File: src/rtl/uart_rx_deframer.sv
// rtl/uart_rx_deframer.sv - UART receive deframer: 16x oversampled start/data/parity/stop into a one-entry holding register
module uart_rx_deframer #(
   parameter int SYNC_STAGES = 2
) (
   input  logic       PCLK,
   input  logic       PRESET,
   input  logic       rx_sample_pulse,
   input  logic       RX,
   input  logic       data_bits,
   input  logic       parity_en,
   input  logic       parity_odd0_even1,
   input  logic       rx_data_reg_rd,
   output logic [7:0] rx_data,
   output logic       rx_ready,
   output logic       parity_err,
   output logic       framing_err,
   output logic       overflow,
   output logic       rx_busy
);

   typedef enum logic [2:0] {IDLE, START, DATA, PARITY, STOP} state_t;

   state_t                 state;
   logic [SYNC_STAGES-1:0] sync;
   logic                   rxs;
   logic                   rxs_q;
   logic [3:0]             cnt;
   logic [1:0]             samp;
   logic                   samp9;
   logic [2:0]             bit_idx;
   logic [7:0]             shreg;
   logic                   cfg_8;
   logic                   cfg_par;
   logic                   cfg_even;
   logic                   par_err_pend;
   logic                   bit_val;
   logic                   stop_val;
   logic                   last_data_bit;
   logic                   commit;
   logic                   accept;

   always_ff @(posedge PCLK) begin
      if (PRESET) begin
         sync <= '1;
      end else begin
         sync <= {sync[SYNC_STAGES-2:0], RX};
      end
   end

   assign rxs = sync[SYNC_STAGES-1];

   // The stop bit is judged at cnt=9, so its third vote is the live sample.
   assign bit_val       = (samp[0] & samp[1]) | (samp[0] & samp9) | (samp[1] & samp9);
   assign stop_val      = (samp[0] & samp[1]) | (samp[0] & rxs)   | (samp[1] & rxs);
   assign last_data_bit = (bit_idx == (cfg_8 ? 3'd7 : 3'd6));
   assign commit        = rx_sample_pulse && (state == STOP) && (cnt == 4'd9);
   assign accept        = !rx_ready || rx_data_reg_rd;
   assign rx_busy       = (state != IDLE);

   always_ff @(posedge PCLK) begin
      if (PRESET) begin
         state        <= IDLE;
         rxs_q        <= 1'b1;
         cnt          <= 4'd0;
         samp         <= 2'b11;
         samp9        <= 1'b1;
         bit_idx      <= 3'd0;
         shreg        <= 8'h00;
         cfg_8        <= 1'b1;
         cfg_par      <= 1'b0;
         cfg_even     <= 1'b0;
         par_err_pend <= 1'b0;
         rx_data      <= 8'h00;
         rx_ready     <= 1'b0;
         parity_err   <= 1'b0;
         framing_err  <= 1'b0;
         overflow     <= 1'b0;
      end else begin
         rxs_q <= rxs;

         // Edge-only start detection also makes a held-low line rise before re-arming.
         if (state == IDLE) begin
            if (!rxs && rxs_q) begin
               state        <= START;
               cnt          <= 4'd0;
               bit_idx      <= 3'd0;
               shreg        <= 8'h00;
               par_err_pend <= 1'b0;
               cfg_8        <= data_bits;
               cfg_par      <= parity_en;
               cfg_even     <= parity_odd0_even1;
            end
         end else if (rx_sample_pulse) begin
            cnt <= cnt + 4'd1;
            if (cnt == 4'd7) samp[0] <= rxs;
            if (cnt == 4'd8) samp[1] <= rxs;
            if (cnt == 4'd9) samp9   <= rxs;

            case (state)
               START: begin
                  if (cnt == 4'd15) begin
                     state <= bit_val ? IDLE : DATA;
                  end
               end
               DATA: begin
                  if (cnt == 4'd15) begin
                     shreg[bit_idx] <= bit_val;
                     bit_idx        <= bit_idx + 3'd1;
                     if (last_data_bit) begin
                        state <= cfg_par ? PARITY : STOP;
                     end
                  end
               end
               PARITY: begin
                  if (cnt == 4'd15) begin
                     par_err_pend <= (^shreg) ^ bit_val ^ ~cfg_even;
                     state        <= STOP;
                  end
               end
               STOP: begin
                  if (cnt == 4'd9) begin
                     state <= IDLE;
                  end
               end
               default: state <= IDLE;
            endcase
         end

         if (commit) begin
            if (accept) begin
               rx_data     <= shreg;
               parity_err  <= par_err_pend;
               framing_err <= ~stop_val;
               rx_ready    <= 1'b1;
               if (rx_data_reg_rd) overflow <= 1'b0;
            end else begin
               overflow <= 1'b1;
            end
         end else if (rx_data_reg_rd) begin
            rx_ready    <= 1'b0;
            parity_err  <= 1'b0;
            framing_err <= 1'b0;
            overflow    <= 1'b0;
         end
      end
   end

endmodule

File: config.mk
export PLATFORM = sky130hd
export DESIGN_NAME = uart_rx_deframer
export DESIGN_NICKNAME = d
export VERILOG_FILES = /design/src/rtl/uart_rx_deframer.sv
export SDC_FILE = /design/constraint.sdc
export NUM_CORES = 1
export LEC_CHECK = 0
export CORE_ASPECT_RATIO = 1.2
export CORE_MARGIN = 2
export CORE_UTILIZATION = 50
export DETAILED_ROUTE_END_ITERATION = 6
export GPL_ROUTABILITY_DRIVEN = 0
export PLACE_DENSITY_LB_ADDON = 0.25
export SLEW_MARGIN = 15
export SYNTH_ARGS = -nofsm -noshare
export SYNTH_HDL_FRONTEND = slang
export SYNTH_SLANG_ARGS = --single-unit
File: constraint.sdc
create_clock -name PCLK -period 3.1 [get_ports PCLK]
set_input_delay 0.775 -clock PCLK [delete_from_list [all_inputs] [get_ports PCLK]]
set_output_delay 0.775 -clock PCLK [all_outputs]
set_load 0.01 [all_outputs]
After elaboration in Yosys (flattened, before gate mapping) --
Cells that the tools add are included.
Cells by class: add/sub/neg operators 2, $lt $le $gt $ge 2, eq/ne operators 16, multiplexer cells 43, bitwise operators 14, reductions and logical operators 25
Operator list (number):
- $mux W3 | 14
- $mux W8 | 5
- $mux W1 | 17
- $eq A4 B4 Y1 const B | 3
- $mux W4 | 3
- $ne A3 B3 Y1 const B | 4
- $pmux W3 S4 | 1
- $reduce_bool A2 Y1 | 5
- $reduce_and A3 Y1 | 3
- $bwmux W8 | 1
- $reduce_and A2 Y1 | 4
- $reduce_and A4 Y1 | 2
- $reduce_xor A8 Y1 | 1
- $reduce_and A7 Y1 | 1
- $eq A3 B2 Y1 const B | 2
- $and A1 B1 Y1 | 5
- $add A4 B1 Y4 const B | 1
- $eq A4 B3 Y1 const B | 1
- $logic_and A1 B1 Y1 | 4
- $lt A3 B4 Y1 const B | 1
- $ne A2 B1 Y1 const B | 2
- $or A1 B1 Y1 | 4
- $add A3 B1 Y3 const B | 1
- $demux W1 S3 | 1
- 12 further kinds | 16
Storage, ports and cells: bits in registers 40, input port bits 8, word-level logic and storage cells 120

Logic depth before layout (Yosys ltp) --
word-level depth 9, depth in mapped cells 7, gate-level depth less buffers 7

Worst setup path before layout --
OpenSTA, ideal clock, no wires.
path kind input port to flip-flop, from input port rx_sample_pulse, to register state[0], arrival time 1.603 ns, setup slack 1.366 ns, stages 6, path buffers 1, cells stage by stage o31a_4 -> a31o_4 -> and2_4 -> buf_6 -> a21bo_1 -> a21oi_2
Between the ends: word-level cells in the longest chain between the ends 2
RTL lines:
- start, declared | RTL line 7 | input logic rx_sample_pulse,
- $reduce_bool A2 Y1 (no source line)
- $reduce_and A7 Y1 (no source line)
- end signal, assigned | RTL line 102 | state <= bit_val ? IDLE : DATA;
- end signal, assigned | RTL line 110 | state <= cfg_par ? PARITY : STOP;
- end, declared | RTL line 23 | state_t state;
Every way passes these cells. A chain may end at the register's enable or synchronous reset.

Final worst setup path --
from register state[1], to output port rx_busy
Between the ends: word-level cells in the longest chain between the ends 1
RTL lines:
- $reduce_bool A3 Y1 | RTL line 58 | assign rx_busy = (state != IDLE);
- end, declared | RTL line 18 | output logic rx_busy
Every way passes these cells.

==> summary.txt <==
Setup path
  – CP arrival: between 1.5 and 2 ns
  – Worst R2R Start: cnt[0]
  – CP Capture Type: primary output
  – Setup CP Type: register to primary output
  – R2R Path End: state[0]
  – Reg2Reg Depth: 6
  – CP required: approximately 2.3 ns
  – Slowest CP cell: clkdlybuf4s50_1
  – Worst R2R Setup Slack: around 1.3 ns
  – CP delay by family, top: buffers and inverters
  – Worst path max stage delay: 0.50 ns
  – CP Launch Type: register
  – Critical path peak fanout: 10
  – Crit-path cells: nor3_4 > inv_1 > clkdlybuf4s50_1
  – WP buf/inv: 2

Yosys
  – Post-synthesis cell type count: 47
  – Count leader, synth: dfxtp_1
  – Synthesis warning total: 0
  – Most used DFF post-synth: dfxtp_1
  – Share of flip-flops with an asynchronous set or reset: 0%
  – Synth area leaders: dfxtp_1 (41%), mux2i_1 (6.7%), nand2_1 (5.4%)
  – Area share of the largest cell type after synthesis: around 41%
  – Synth Net Count: ~230
  – Seq cells post-synth: 40
  – Mean Syn Cell Area: just over 9 um^2
  – Seq/Total Area, Yosys: 41.48%
  – EDFF count, synth: 0
  – Cell count after synthesis: approximately 210
  – Synth top cells by count: dfxtp_1 (40), nand2_1 (28), nor2_1 (19)
  – Post-Syn Area: ~0.0019 mm^2
  – Cell taking the most area after synthesis: dfxtp_1

CTS
  – CTS tree: built
  – Max H-tree Level: 2
  – Root Driver: clkbuf_8
  – Post-CTS Resized: 0
  – Worst-path clk slew: 0.07 ns
  – Cts bufs inserted: 5
  – Setup repair bufs after CTS: 0
  – Clock buffer depth: 2
  – CTS Sinks: 40
  – Clock latency on the worst-skew pair: between 0.2 and 0.3 ns
  – CTS Hold Bufs: 0

Placement
  – Port buffer count: 20
  – DP Wirelength: between 2000 and 3000 um
  – Placement Setup Slack: 0.7158 ns

Min path
  – Hold Crit Depth: 1
  – WHS Endpoint: sync[1]
  – Hold Crit Class: register to register
  – Min-Delay Startpoint: sync[0]

STA
  – RSZ-0062 raised after global routing: false
  – Max_slew headroom: around 65%
  – Final-report hold violation count: 0
  – Setup violators final: 0
  – Slew Limit Fails: 0
  – Worst Tran Pin Value: roughly 0.53 ns
  – Worst Skew: a little over 0.003 ns
  – Period minus WS final: 2.483 ns
  – F_max: 402.7 MHz
  – Fin worst setup slack: roughly 0.62 ns
  – Period utilisation layout: 80.11%
  – Setup TNS: 0 ns
  – Final hold slack: approximately 0.41 ns

Global route
  – Total global-route track usage: between 10% and 20%
  – First-pass GRT wire length: between 6000 and 7000 um
  – Largest net degree at the start of global routing: 17
  – Met1 Usage GRT: 23.34%
  – GRT overflow: 0
  – Number of global-route vias before repair: between 1000 and 1500
  – Met2 Use GR: about a third
  – Met3 Use GR: between 5 and 6%
  – Top Usage Layer GRT: met2
  – Initial antenna violation count: 0

Power and ir drop
  – Net Sw Power: ~0.23 mW
  – Switch share: between 20 and 25%
  – Static leakage: about 0.86 nW
  – Worst VDD drop: between 0.2 and 0.25 mV
  – Comb power frac: 8.9%
  – Pwr per Cell Area: about 420 mW/mm^2
  – Clock share of power: 34.4%
  – Reg power frac: a little under three fifths
  – Power Internal: 0.7118 mW
  – Final Power: about 0.94 mW

Route
  – Drt pass-1 iters: 4
  – Final wirelength: 3672 um
  – DR WL/cell: ~13 um
  – Antenna viol nets, final: 0
  – Drt drc: 0
  – Via/cell ratio: ~5.3
  – DR iter-0 viols: 39
  – Routed via count: approximately 1500

Final layout
  – Share of cells above drive strength 1: under 10%
  – Final net count: between 200 and 250
  – Fin util: 60.72%
  – Syn-to-layout area delta: 15.23%
  – Antenna diodes: 0

Floorplan
  – CORE AREA: 0.003664 mm^2
  – Chip width: 60.73 um
  – Die height: 72.07 um
  – Row cnt: 24
  – I/O pins: 21
  – Initial Util: around 53%
  – Die ar.: about 0.0044 mm^2

Run status
  – Status: finished clean

Run
  – Max-cap violation count: 0
-- routing by layer --
layer	up-vias	wire length [um]	part of all wire, %
met4	0	57	1.6
met3	9	117	3.2
met5	-	0	0
met1	702	1693	46
li1	779	-	-
met2	19	1804	49
-- per-stage QoR --
step                cells  cell area (um^2)
finish                284              2225
global route          284              2225
CTS                   284              2225
detailed placement    277              2147
global placement      277              2147
floorplan             213              1931
-- placed cells by master (no fill, tap or decap), types with 3 or more instances in the layout --
cell | netlist | routed
nor3_1 | 5 | 5
o21ai_0 | 3 | 3
nand3_1 | 15 | 15
nand2_1 | 28 | 28
xnor2_1 | 7 | 7
nor2_1 | 19 | 19
a21oi_1 | 15 | 15
clkbuf_8 | 0 | 5
ha_1 | 4 | 4
mux2i_1 | 13 | 13
inv_1 | 10 | 10
dfxtp_1 | 40 | 40
clkdlybuf4s50_1 | 0 | 20
xor2_1 | 3 | 3
-- sequential cells by signal (all words and copies together) (netlist names), 2 cells and up --
name / cells
rx_data: 8
shreg: 8
cnt: 4
state: 3
sync: 2
samp: 2
bit_idx: 3
-- final cells by class --
| type | count | area [um^2] |
|---|---|---|
| fill | 328 | 1439 |
| clock buffer | 6 | 72.57 |
| clock inverter | 1 | 5.005 |
| tap | 52 | 65.06 |
| timing repair buffer | 22 | 215.2 |
| sequential | 40 | 800.8 |
| multi-input combinational | 153 | 1028 |
| inverter | 10 | 37.54 |
-- cells by family (layout without fill, tap and decap cells) --
logic type / count (synthesis) / after routing / share of synthesized area, %
mux: 13 / 13 / 6.740
buf+inv: 20 / 39 / 5.249
fa+ha+maj: 6 / 6 / 3.694
xor+xnor: 11 / 11 / 5.703
simple gates: 86 / 86 / 23.20
flops: 40 / 40 / 41.48
compound gates: 37 / 37 / 13.93
-- worst max path at each step --
stage | start | endpoint | depth (start not counted)
after detailed placement | rx_sample_pulse | rx_data[6] | 7
final | state[1] | rx_busy | 3
after floorplan | rx_sample_pulse | state[0] | 6
after global routing | state[1] | rx_busy | 3
after CTS | state[1] | rx_busy | 3
after global placement | rx_sample_pulse | rx_data[3] | 7
-- worst register-to-register path, stage by stage (launching register included) --
cell and delay [ns]:
dfxtp_1 0.42, ha_1 0.29, nand3_1 0.14, a21boi_1 0.30
and2_4 0.29, a21bo_1 0.23, a21oi_2 0.11
-- power by group through the flow --
stage	combinational (mW)	sequential, mW	clock, mW
global placement	0.0823	0.545	0
CTS	0.0833	0.533	0.332
global route	0.0916	0.534	0.352
detailed placement	0.0830	0.545	0
finish	0.0832	0.533	0.323
floorplan	0.0710	0.536	0
Note: power is estimated with default switching activity, not from simulation.
